<file path="src/rtl/mem_access_unit.sv">
// ---------------------------------------------------------------------------
// mem_access_unit
//
// Memory-access stage that sits directly behind the execute ALU. It takes the
// ALU result, the decoded alucode and the store operand. For loads and stores
// it runs a req/gnt/rvalid handshake to data memory. It produces byte enables
// and lane-steered store data, and it extracts load data with sign or zero
// extension. Non-memory ops pass straight through to write-back with one cycle
// of latency. The upstream stage is stalled while a memory transaction is
// outstanding.
//
// Optional build macro:
//   MISALIGN_TRAP_EN - misaligned loads/stores are caught in IDLE. No request
//                      is issued and bus_err pulses instead. When the macro is
//                      undefined, misaligned accesses use the aligned word and
//                      the lane bits are truncated.
//
// Parameters:
//   ADDR_WIDTH - number of low address bits driven on dmem_addr
//   WAIT_LIMIT - cycles to wait for gnt/rvalid before abort (0 = unlimited)
//
// Ports:
//   clk, rst_n          clock, synchronous active-low reset
//   ex_valid            op from execute is valid
//   ex_alucode          decoded op
//   ex_result           ALU result / effective address
//   ex_store_data       rs2 value for stores
//   ex_rd               destination register
//   stall               upstream must hold its op (state != IDLE)
//   dmem_req/we/addr    memory request, write flag, word-aligned address
//   dmem_be/wdata       byte enables, lane-steered store data
//   dmem_gnt            memory accepted the request
//   dmem_rvalid/rdata   load data valid, raw load word
//   wb_valid/rd/data    write-back pulse, destination, value
//   bus_err             one-cycle pulse on timeout or trapped misalignment
// ---------------------------------------------------------------------------
module mem_access_unit #(
   parameter int ADDR_WIDTH = 32,
   parameter int WAIT_LIMIT = 0
) (
   input  logic                  clk,
   input  logic                  rst_n,
   input  logic                  ex_valid,
   input  logic [5:0]            ex_alucode,
   input  logic [31:0]           ex_result,
   input  logic [31:0]           ex_store_data,
   input  logic [4:0]            ex_rd,
   output logic                  stall,
   output logic                  dmem_req,
   output logic                  dmem_we,
   output logic [ADDR_WIDTH-1:0] dmem_addr,
   output logic [3:0]            dmem_be,
   output logic [31:0]           dmem_wdata,
   input  logic                  dmem_gnt,
   input  logic                  dmem_rvalid,
   input  logic [31:0]           dmem_rdata,
   output logic                  wb_valid,
   output logic [4:0]            wb_rd,
   output logic [31:0]           wb_data,
   output logic                  bus_err
);

   // Decoded op codes shared with the execute stage.
   localparam logic [5:0] ALU_LB  = 6'd20;
   localparam logic [5:0] ALU_LH  = 6'd21;
   localparam logic [5:0] ALU_LW  = 6'd22;
   localparam logic [5:0] ALU_LBU = 6'd23;
   localparam logic [5:0] ALU_LHU = 6'd24;
   localparam logic [5:0] ALU_SB  = 6'd25;
   localparam logic [5:0] ALU_SH  = 6'd26;
   localparam logic [5:0] ALU_SW  = 6'd27;

   localparam bit          TIMEOUT_EN = (WAIT_LIMIT > 0);
   localparam logic [31:0] WAIT_LAST  = TIMEOUT_EN ? 32'(WAIT_LIMIT - 1) : 32'd0;

   typedef enum logic [1:0] {
      IDLE = 2'd0,
      REQ  = 2'd1,
      RESP = 2'd2
   } state_t;

   state_t                state_q, state_d;
   logic [5:0]            op_q, op_d;
   logic [1:0]            lane_q, lane_d;
   logic [4:0]            rd_q, rd_d;
   logic                  we_q, we_d;
   logic [ADDR_WIDTH-1:0] addr_q, addr_d;
   logic [3:0]            be_q, be_d;
   logic [31:0]           wdata_q, wdata_d;
   logic [31:0]           wait_cnt_q, wait_cnt_d;
   logic                  wb_valid_q, wb_valid_d;
   logic [4:0]            wb_rd_q, wb_rd_d;
   logic [31:0]           wb_data_q, wb_data_d;
   logic                  bus_err_q, bus_err_d;
   logic                  trap_hit;

   function automatic logic is_load(input logic [5:0] op);
      return (op == ALU_LB) || (op == ALU_LH) || (op == ALU_LW) ||
             (op == ALU_LBU) || (op == ALU_LHU);
   endfunction

   function automatic logic is_store(input logic [5:0] op);
      return (op == ALU_SB) || (op == ALU_SH) || (op == ALU_SW);
   endfunction

   // A halfword access has the same lane truncation for SH/LH/LHU. Lane[0] is dropped.
   function automatic logic [3:0] byte_enables(input logic [5:0] op, input logic [1:0] lane);
      logic [3:0] be;
      be = 4'b1111;
      if (op == ALU_SB) begin
         be = 4'b0001 << lane;
      end else if (op == ALU_SH) begin
         be = lane[1] ? 4'b1100 : 4'b0011;
      end
      return be;
   endfunction

   // Replicate the operand across every lane so that memory can pick its lane from dmem_be.
   function automatic logic [31:0] steer_store(input logic [5:0] op, input logic [31:0] data);
      logic [31:0] w;
      w = data;
      if (op == ALU_SB) begin
         w = {4{data[7:0]}};
      end else if (op == ALU_SH) begin
         w = {2{data[15:0]}};
      end
      return w;
   endfunction

   function automatic logic [31:0] extract_load(input logic [5:0] op, input logic [1:0] lane,
                                                input logic [31:0] word);
      logic [7:0]  byte_sel;
      logic [15:0] half_sel;
      logic [31:0] res;
      byte_sel = word[{lane, 3'b000} +: 8];
      half_sel = lane[1] ? word[31:16] : word[15:0];
      res      = word;
      case (op)
         ALU_LB:  res = {{24{byte_sel[7]}}, byte_sel};
         ALU_LBU: res = {24'd0, byte_sel};
         ALU_LH:  res = {{16{half_sel[15]}}, half_sel};
         ALU_LHU: res = {16'd0, half_sel};
         default: res = word;
      endcase
      return res;
   endfunction

`ifdef MISALIGN_TRAP_EN
   // A halfword access is misaligned on an odd lane. A word access is misaligned on any nonzero lane.
   function automatic logic is_misaligned(input logic [5:0] op, input logic [1:0] lane);
      logic half_op;
      logic word_op;
      half_op = (op == ALU_LH) || (op == ALU_LHU) || (op == ALU_SH);
      word_op = (op == ALU_LW) || (op == ALU_SW);
      return (half_op && lane[0]) || (word_op && (lane != 2'b00));
   endfunction

   assign trap_hit = is_misaligned(ex_alucode, ex_result[1:0]);
`else
   assign trap_hit = 1'b0;
`endif

   // The request stays high for the whole of REQ. The captured addr/be/wdata/we
   // registers do not change until the grant, so they are stable throughout.
   assign stall      = (state_q != IDLE);
   assign dmem_req   = (state_q == REQ);
   assign dmem_we    = we_q;
   assign dmem_addr  = addr_q;
   assign dmem_be    = be_q;
   assign dmem_wdata = wdata_q;
   assign wb_valid   = wb_valid_q;
   assign wb_rd      = wb_rd_q;
   assign wb_data    = wb_data_q;
   assign bus_err    = bus_err_q;

   // Next-state and output logic. wb_valid and bus_err default to 0, so they are one-cycle pulses.
   // In IDLE the unit captures the op. In REQ it waits for the grant. In RESP it
   // waits for load data. The wait counter restarts whenever REQ or RESP is entered.
   always_comb begin
      state_d    = state_q;
      op_d       = op_q;
      lane_d     = lane_q;
      rd_d       = rd_q;
      we_d       = we_q;
      addr_d     = addr_q;
      be_d       = be_q;
      wdata_d    = wdata_q;
      wait_cnt_d = wait_cnt_q;
      wb_valid_d = 1'b0;
      wb_rd_d    = wb_rd_q;
      wb_data_d  = wb_data_q;
      bus_err_d  = 1'b0;

      case (state_q)
         IDLE: begin
            if (ex_valid) begin
               if (!is_load(ex_alucode) && !is_store(ex_alucode)) begin
                  wb_valid_d = 1'b1;
                  wb_data_d  = ex_result;
                  wb_rd_d    = ex_rd;
               end else if (trap_hit) begin
                  bus_err_d = 1'b1;
               end else begin
                  op_d       = ex_alucode;
                  lane_d     = ex_result[1:0];
                  rd_d       = ex_rd;
                  we_d       = is_store(ex_alucode);
                  addr_d     = {ex_result[ADDR_WIDTH-1:2], 2'b00};
                  be_d       = byte_enables(ex_alucode, ex_result[1:0]);
                  wdata_d    = steer_store(ex_alucode, ex_store_data);
                  wait_cnt_d = 32'd0;
                  state_d    = REQ;
               end
            end
         end

         REQ: begin
            if (dmem_gnt) begin
               wait_cnt_d = 32'd0;
               state_d    = we_q ? IDLE : RESP;
            end else if (TIMEOUT_EN && (wait_cnt_q == WAIT_LAST)) begin
               bus_err_d = 1'b1;
               state_d   = IDLE;
            end else if (TIMEOUT_EN) begin
               wait_cnt_d = wait_cnt_q + 32'd1;
            end
         end

         RESP: begin
            if (dmem_rvalid) begin
               wb_valid_d = 1'b1;
               wb_rd_d    = rd_q;
               wb_data_d  = extract_load(op_q, lane_q, dmem_rdata);
               state_d    = IDLE;
            end else if (TIMEOUT_EN && (wait_cnt_q == WAIT_LAST)) begin
               bus_err_d = 1'b1;
               state_d   = IDLE;
            end else if (TIMEOUT_EN) begin
               wait_cnt_d = wait_cnt_q + 32'd1;
            end
         end

         default: begin
            state_d = IDLE;
         end
      endcase
   end

   // State and output registers. Reset abandons any transaction that is in flight.
   always_ff @(posedge clk) begin
      if (!rst_n) begin
         state_q    <= IDLE;
         op_q       <= 6'd0;
         lane_q     <= 2'd0;
         rd_q       <= 5'd0;
         we_q       <= 1'b0;
         addr_q     <= '0;
         be_q       <= 4'd0;
         wdata_q    <= 32'd0;
         wait_cnt_q <= 32'd0;
         wb_valid_q <= 1'b0;
         wb_rd_q    <= 5'd0;
         wb_data_q  <= 32'd0;
         bus_err_q  <= 1'b0;
      end else begin
         state_q    <= state_d;
         op_q       <= op_d;
         lane_q     <= lane_d;
         rd_q       <= rd_d;
         we_q       <= we_d;
         addr_q     <= addr_d;
         be_q       <= be_d;
         wdata_q    <= wdata_d;
         wait_cnt_q <= wait_cnt_d;
         wb_valid_q <= wb_valid_d;
         wb_rd_q    <= wb_rd_d;
         wb_data_q  <= wb_data_d;
         bus_err_q  <= bus_err_d;
      end
   end

endmodule
</file>
<file path="config.mk">
export PLATFORM = sky130hd
export DESIGN_NAME = mem_access_unit
export DESIGN_NICKNAME = d
export VERILOG_FILES = /design/src/rtl/mem_access_unit.sv
export SDC_FILE = /design/constraint.sdc
export NUM_CORES = 1
export LEC_CHECK = 0
export ABC_AREA = 1
export CAP_MARGIN = 10
export CORE_ASPECT_RATIO = 0.5
export CORE_MARGIN = 2
export CORE_UTILIZATION = 42
export CTS_BUF_LIST = sky130_fd_sc_hd__clkbuf_8
export DETAILED_ROUTE_END_ITERATION = 7
export GPL_TIMING_DRIVEN = 0
export PLACE_DENSITY = 0.84
export SKIP_CTS_REPAIR_TIMING = 1
export SLEW_MARGIN = 10
export SYNTH_ARGS = -nofsm -noshare
export SYNTH_HDL_FRONTEND = slang
export SYNTH_SLANG_ARGS = --single-unit
export TNS_END_PERCENT = 100
</file>
<file path="constraint.sdc">
create_clock -name clk -period 1.59 [get_ports clk]
set_input_delay 0.477 -clock clk [delete_from_list [all_inputs] [get_ports clk]]
set_output_delay 0.477 -clock clk [all_outputs]
set_load 0.005 [all_outputs]
</file>
==> results of run 1 <==
-- cells in the final DEF, fill, tap and decap left out, types with 4 or more instances in the layout --
| master | synthesis | routed |
|---|---|---|
| a21oi_1 | 96 | 94 |
| a21oi_2 | 2 | 4 |
| a31oi_1 | 20 | 20 |
| buf_2 | 21 | 9 |
| buf_4 | 13 | 28 |
| buf_6 | 5 | 17 |
| buf_8 | 0 | 6 |
| clkbuf_1 | 21 | 14 |
| clkbuf_4 | 0 | 6 |
| clkbuf_8 | 0 | 17 |
| clkdlybuf4s50_1 | 0 | 102 |
| clkinv_4 | 0 | 5 |
| dfxtp_1 | 120 | 83 |
| dfxtp_2 | 0 | 36 |
| dlymetal6s2s_1 | 0 | 114 |
| inv_1 | 51 | 47 |
| inv_2 | 9 | 12 |
| nand2_1 | 277 | 270 |
| nand2_2 | 4 | 4 |
| nand2_4 | 0 | 7 |
| nand3_1 | 60 | 55 |
| nor2_1 | 46 | 39 |
| nor2_2 | 10 | 7 |
| nor2_4 | 1 | 11 |
| o211ai_1 | 4 | 4 |
| o21ai_0 | 51 | 48 |
| o21ai_1 | 34 | 37 |
| or2_2 | 27 | 27 |
-- registers in the layout, summed over array words and instances (netlist names) --
name / flops
dmem_be: 4
wb_data: 32
dmem_addr: 30
dmem_wdata: 32
dmem_we: 1
wb_rd: 5
wb_valid: 1
lane_q: 2
op_q: 6
rd_q: 5
state_q: 2
-- worst reg2reg max path: stages, from the launching register on --
cell and delay, ns:
dfxtp_2 0.36, nor2_2 0.21, nor2_2 0.09, nor2_4 0.20
nor2_4 0.07, buf_6 0.14, nand2_1 0.06, nand3_1 0.15
nand2_1 0.12, a21oi_1 0.07
-- logic make-up after synthesis --
group	after synthesis	synth area share
flops	120	0.406
buf+inv	122	0.0968
simple gates	430	0.307
compound gates	213	0.190
other cells	1	0.000634
-- area by class of cell --
class | instances | area, um^2
fill | 1113 | 4060
multi-input combinational | 646 | 3130
timing repair buffer | 240 | 2640
sequential | 120 | 2450
buffer | 60 | 480
tap | 192 | 240
inverter | 61 | 236
clock buffer | 17 | 234
clock inverter | 15 | 193
antenna | 1 | 2.50
-- report_power, final --
group          total, mW  internal (mW)  switching [mW]  leakage, nW
clock               3.03           1.59            1.45        0.207
combinational       1.29          0.666           0.621         4.54
sequential          3.22           3.14          0.0726        0.996
-- per-stage QoR --
stage / util / TNS (ns)
global placement: 0.610 / -62.31
floorplan: - / 0
detailed placement: 0.610 / -66.42
CTS: 0.642 / -36.12
finish: 0.703 / -0.231
global route: 0.703 / -1.56
-- metal layers --
metal | global-route usage | wire length, um
met2 | 0.480 | 11100
met3 | 0.0791 | 2370
met4 | 0.0978 | 514
met1 | 0.372 | 9590
met5 | 0 | 0
-- cells in the mapped netlist --
master    number  area, um^2
nand4_2        1        12.5
nand2_2        4        25.0
a21oi_2        2        17.5
o21ai_0       51         255
nor2_1        46         173
o21ai_2        1        8.76
inv_1         51         191
inv_2          9        33.8
buf_6          5        56.3
conb_1         1        3.75
buf_2         21         105
dfxtp_1      120        2400
o21bai_1       2        15.0
nor2_4         1        11.3
nor2_2        10        62.6
nand3b_1       1        7.51
clkbuf_1      21        78.8
nand2_1      277        1040
a31oi_1       20         125
o211ai_1       4        30.0
o21a_1         2        15.0
inv_4          1        6.26
a21oi_1       96         480
a211oi_1       1        7.51
nand3_1       60         300
buf_4         13        97.6
buf_1          1        3.75
o21ai_1       34         170
or2_2         27         169
nor3_1         3        15.0
-- how the worst max path moves through the flow --
stage / from / endpoint / slack (ns) / depth (start not counted)
after floorplan: ex_alucode[5] / dmem_wdata[23] / 0.03 / 11
after global placement: ex_alucode[5] / dmem_wdata[20] / -0.67 / 12
after detailed placement: ex_alucode[5] / dmem_wdata[20] / -0.70 / 12
after CTS: state_q[1] / dmem_req / -0.72 / 3
after global routing: state_q[1] / dmem_req / -0.25 / 4
final: state_q[1] / dmem_req / -0.17 / 4
==> results.md, run 1 <==
- Root buf cell: clkbuf_8
- # DRC: 0
- Hold Startpoint: ex_alucode[1]
- Post-DR vias/cell: 5.35
- CP max stage delay: 0.36 ns
- FF-to-FF path depth: 9
- Core area: 0.0137 mm^2
- Skew-Pair Late Insertion Delay: 0.43 ns
- Avg Inst Size Synth: 6.68 um^2
- Layout cells sized above 1: 0.190
- WS Path Type: reg -> out
- 1st-iter DRT viols: 554
- Crit-path leading delay family: buffers and inverters
- Clk sinks: 120
- Clock slew seen by the registers of the worst setup and hold paths: 0.08 ns
- Post-Syn Area: 0.00592 mm^2
- Routability cong.: 0.927
- H-tree depth: 4
- Area after DPL: 0.00834 mm^2
- Wire length per cell: 17.4 um
- Worst hold path type: in -> reg
- Leakage: 5.74 nW
- Yosys cell types: 30
- Worst setup margin: -0.168 ns
- Final setup fails: 3
- Largest net degree at the start of global routing: 17
- Layout area overhead: 62.2%
- Ports: 222
- Finished layout cell area: 0.00960 mm^2
- Worst slack at placement: -0.697 ns
- Slowest CP cell: dfxtp_4
- DRT Wirelength: 23.6 mm
- Sequential element share of the synthesized area: 0.406
- Fin. Hold Viols: 0
- Failing checks: setup timing
- Num CTS Buffers: 17
- DIE HEIGHT: 87.9 um
- Drt pass-1 iters: 5
- Crit path arrival time: 1.28 ns
- Worst-path fanout max: 10
- Worst Hold Depth: 3
- Mapped Cells: 886
- Synth warn: 0
- Total power: 7.54 mW
- Port Buffer Count: 217
- Detailed Place HPWL: 16.8 mm
- Row Count: 30
- Cells after DPL: 1297
- Fin cells: 1352
- Cell chain of the critical path: buf_4, buf_8, nor2_2, buf_2
- Final Skew: 0.0128 ns
- Worst-margin pin slew: 0.639 ns
- Max_cap viols: 0
- Final period util: 1.11
- Die width: 172 um
- Relative slew slack: 0.574
- GRT overflow: 0
- Worst Path Required: 1.11 ns
- First-pass GRT wire length: 33.6 mm
- CTS tree: built
- Overall Global Routing Usage: 0.290
- Antenna violations before repair: 1
- Max frequency: 569 MHz
- Clock tree buffer depth: 2
- Final Net Count: 1258
- RR Endpoint: wb_data[3]
- ANT nets after route: 0
- Endpoint type of the worst setup path: primary output
- Min Hold Slack: 0.432 ns
- Hold endpoint: op_q[1]
- Worst path bufs/invs: 3
- VDD IR-drop max: 0.443 mV
- Status: complete, but fails checks
- Die Area: 0.0151 mm^2
- RSZ-0062 raised after global routing: true
- Internal reg-to-reg setup slack: -0.02 ns
- Kind of launch point of the worst setup path: register
- Total number of vias: 7239
- Reg-to-reg startpoint: op_q[0]
- Final min period: 1.76 ns
- Fin. max-slew vios: 0
- Pwr Density: 785 mW/mm^2
- Synthesized flop and latch total: 120
- Vias in the first global route: 6453
- Starting Density: 0.433
Note: power is estimated with default switching activity, not from simulation.
==> inputs of run 2 (changes only) <==
--- a/config.mk
+++ b/config.mk
@@ -8,12 +8,11 @@
 export ABC_AREA = 1
 export CAP_MARGIN = 10
 export CORE_ASPECT_RATIO = 0.5
-export CORE_MARGIN = 2
-export CORE_UTILIZATION = 42
+export CORE_UTILIZATION = 50
 export CTS_BUF_LIST = sky130_fd_sc_hd__clkbuf_8
 export DETAILED_ROUTE_END_ITERATION = 7
 export GPL_TIMING_DRIVEN = 0
-export PLACE_DENSITY = 0.84
+export PLACE_DENSITY = 0.93
 export SKIP_CTS_REPAIR_TIMING = 1
 export SLEW_MARGIN = 10
 export SYNTH_ARGS = -nofsm -noshare
==> constraint.sdc (replaced) <==
create_clock -name clk -period 2.2 [get_ports clk]
set_input_delay 0.66 -clock clk [delete_from_list [all_inputs] [get_ports clk]]
set_output_delay 0.66 -clock clk [all_outputs]
set_load 0.005 [all_outputs]
==> run 2 against run 1 <==
The flow now finishes without violations. Clock skew fell by 0.0040 ns. Flip-flop and latch count is the same. Critical path type is now in -> reg. Largest cell class unchanged. Clock power is 30% lower. Register-to-register slack better by 0.32 ns. Sequential power is 28% lower. Combinational power down 30%. Sequential share of layout area is 2.1 points higher. Largest power group unchanged. Core utilization rose by 7.3 points. Worst hold slack better by 0.026 ns. Total power fell by 29%. Non-clock buffer count fell by 22. Via count rose by 0.48%.
==> results.md, run 2 (same netlist as run 1, synthesis figures left out) <==
- Cell chain of the critical path: clkdlybuf4s50_1, nand2_1, nand3_1, nand2_1, nor2_2, nor2_2, buf_4, nand3_1, nand2_1, a21oi_1
- Worst hold path type: reg -> reg
- Area of the multi-input gates: 0.00296 mm^2 (-5.2%)
- Worst-path fanout max: 10 (unchanged)
- Overall Global Routing Usage: 0.364 (+0.0738)
- Clk sinks: 120 (unchanged)
- Fin. max-slew vios: 0 (unchanged)
- VDD IR-drop max: 0.421 mV (-4.9%)
- Commonest non-fill, non-tap cells in the layout: nand2_1 (276), clkdlybuf4s50_1 (215), dfxtp_1 (118)
- Final Net Count: 1236 (-1.7%)
- Max frequency: 494 MHz
- CP max stage delay: 0.52 ns (+0.16 ns)
- Wire length per cell: 17.3 um (-0.76%)
- Total power: 5.33 mW (-29%)
- Largest net degree at the start of global routing: 17 (unchanged)
- Layout cells sized above 1: 0.114 (-0.0763)
- Die width: 156 um (-9.3%)
- RSZ-0062 raised after global routing: false
- # fillers: 828 (-26%)
- Switching share of total power: 0.272 (-0.0119)
- Final setup fails: 0 (-3)
- Kind of launch point of the worst setup path: primary input
- Crit-path leading delay family: simple AND/OR/NAND/NOR gates
- Most common cell after layout, fill and taps aside: nand2_1
- Comb pwr share: 0.169 (-0.002)
- Die Area: 0.0123 mm^2 (-19%)
- # DRC: 0 (unchanged)
- WS Path Type: in -> reg
- DRT Wirelength: 22.4 mm (-4.9%)
- Area after DPL: 0.00830 mm^2 (-0.50%)
- Finished layout cell area: 0.00873 mm^2 (-9.1%)
- Antenna violations before repair: 0 (-1)
- Port Buffer Count: 217 (unchanged)
- Total number of vias: 7274 (+0.48%)
- Detailed Place HPWL: 16.2 mm (-3.4%)
- 1st-iter DRT viols: 774 (+40%)
- Root buf cell: clkbuf_8
- Core area: 0.0112 mm^2 (-18%)
- Worst Path Required: 2.54 ns (+1.43 ns)
- ANT nets after route: 0 (unchanged)
- Status: complete, no violations
- Crit path arrival time: 2.36 ns (+1.08 ns)
- DIE HEIGHT: 78.9 um (-10%)
- Final min period: 2.03 ns
- Clock network fraction of design power: 0.395 (-0.007)
- Starting Density: 0.526 (+0.0930)
- Slowest CP cell: clkdlybuf4s50_1
- Worst-margin pin slew: 0.646 ns (+0.00680 ns)
- Worst path bufs/invs: 2 (-1)
- Pwr Density: 611 mW/mm^2 (-22%)
- Post-DR vias/cell: 5.62 (+4.9%)
- First-pass GRT wire length: 34.4 mm (+2.3%)
- Fin. Hold Viols: 0 (unchanged)
- Relative slew slack: 0.569 (-0.00453)
- Endpoint type of the worst setup path: register
- Psw: 1.45 mW (-32%)
- Clock slew seen by the registers of the worst setup and hold paths: 0.07 ns (about the same)
- Row Count: 27 (-10%)
- Reg power frac: 0.436 (+0.009)
- Reg area: 0.00241 mm^2 (-1.8%)
- Leakage: 3.70 nW (-36%)
- Drt pass-1 iters: 7 (+2)
- Num CTS Buffers: 17 (unchanged)
- Layout area overhead: 47.4%
- Final Skew: 0.00873 ns (-0.00404 ns)
- Ports: 222 (unchanged)
- Routability cong.: 0.980 (+5.8%)
- Max_cap viols: 0 (unchanged)
- H-tree depth: 4 (unchanged)
- Clock tree buffer depth: 2 (unchanged)
- Vias in the first global route: 6813 (+5.6%)
- Internal Power: 3.88 mW (-28%)
- GRT overflow: 0 (unchanged)
- ANT cells: 0 (-1)
- CTS tree: built
- Final period util: 0.921
- Worst path most repeated cell: nand2_1
- Skew-Pair Late Insertion Delay: 0.45 ns (+0.02 ns)
run 2: power by group through the flow:
stage          clock network [mW]  registers [mW]  logic [mW]
2_1_floorplan                   0            2.37       0.347
3_3_place_gp                    0            2.37       0.853
3_5_place_dp                    0            2.37       0.870
4_1_cts                      2.09            2.33       0.883
5_1_grt                      2.19            2.33       0.965
6_report                     2.11            2.33       0.900
run 2: layer usage:
metal / up-vias / track usage / part of all wire
met5: - / 0 / 0
met4: 0 / 0.129 / 0.028
met3: 73 / 0.0966 / 0.11
met2: 505 / 0.614 / 0.46
met1: 3340 / 0.451 / 0.40
li1: 3356 / - / -
run 2: worst register-to-register path: cells and delay by family (launching register included):
family	cells	cell delay [ns]
AND/OR/NAND/NOR	7	1.16
AO/OA/AOI/OAI	1	0.06
buffers and inverters	1	0.20
flip-flops	1	0.36
run 2: worst paths after layout:
kind / startpoint / to / slack [ns] / cells after the start
worst max-delay path: dmem_rdata[23] / wb_data[20] / 0.17 / 10
worst min-delay path: op_q[5] / op_q[5] / 0.46 / 2
worst max register to register: op_q[0] / wb_data[5] / 0.30 / 9
worst min register to register: op_q[5] / op_q[5] / 0.46 / 2
run 2: stage by stage:
step	setup TNS, ns	util	std cells	worst slack [ns]	hold slack [ns]
floorplan	0	-	888	0.459	0.430
global placement	-7.39	0.738	1264	-0.215	0.441
finish	0	0.776	1295	0.174	0.458
CTS	-0.475	0.773	1295	-0.304	0.456
detailed placement	-10.58	0.738	1264	-0.259	0.445
global route	0	0.776	1295	0.0568	0.475
run 2: final cells by class:
cell class	instances	area share
Tap cell	159	0.0228
Sequential cell	120	0.276
Multi-Input combinational cell	646	0.340
Clock inverter	13	0.0178
Buffer	61	0.0396
Clock buffer	18	0.0284
Inverter	61	0.0265
Timing Repair Buffer	217	0.249
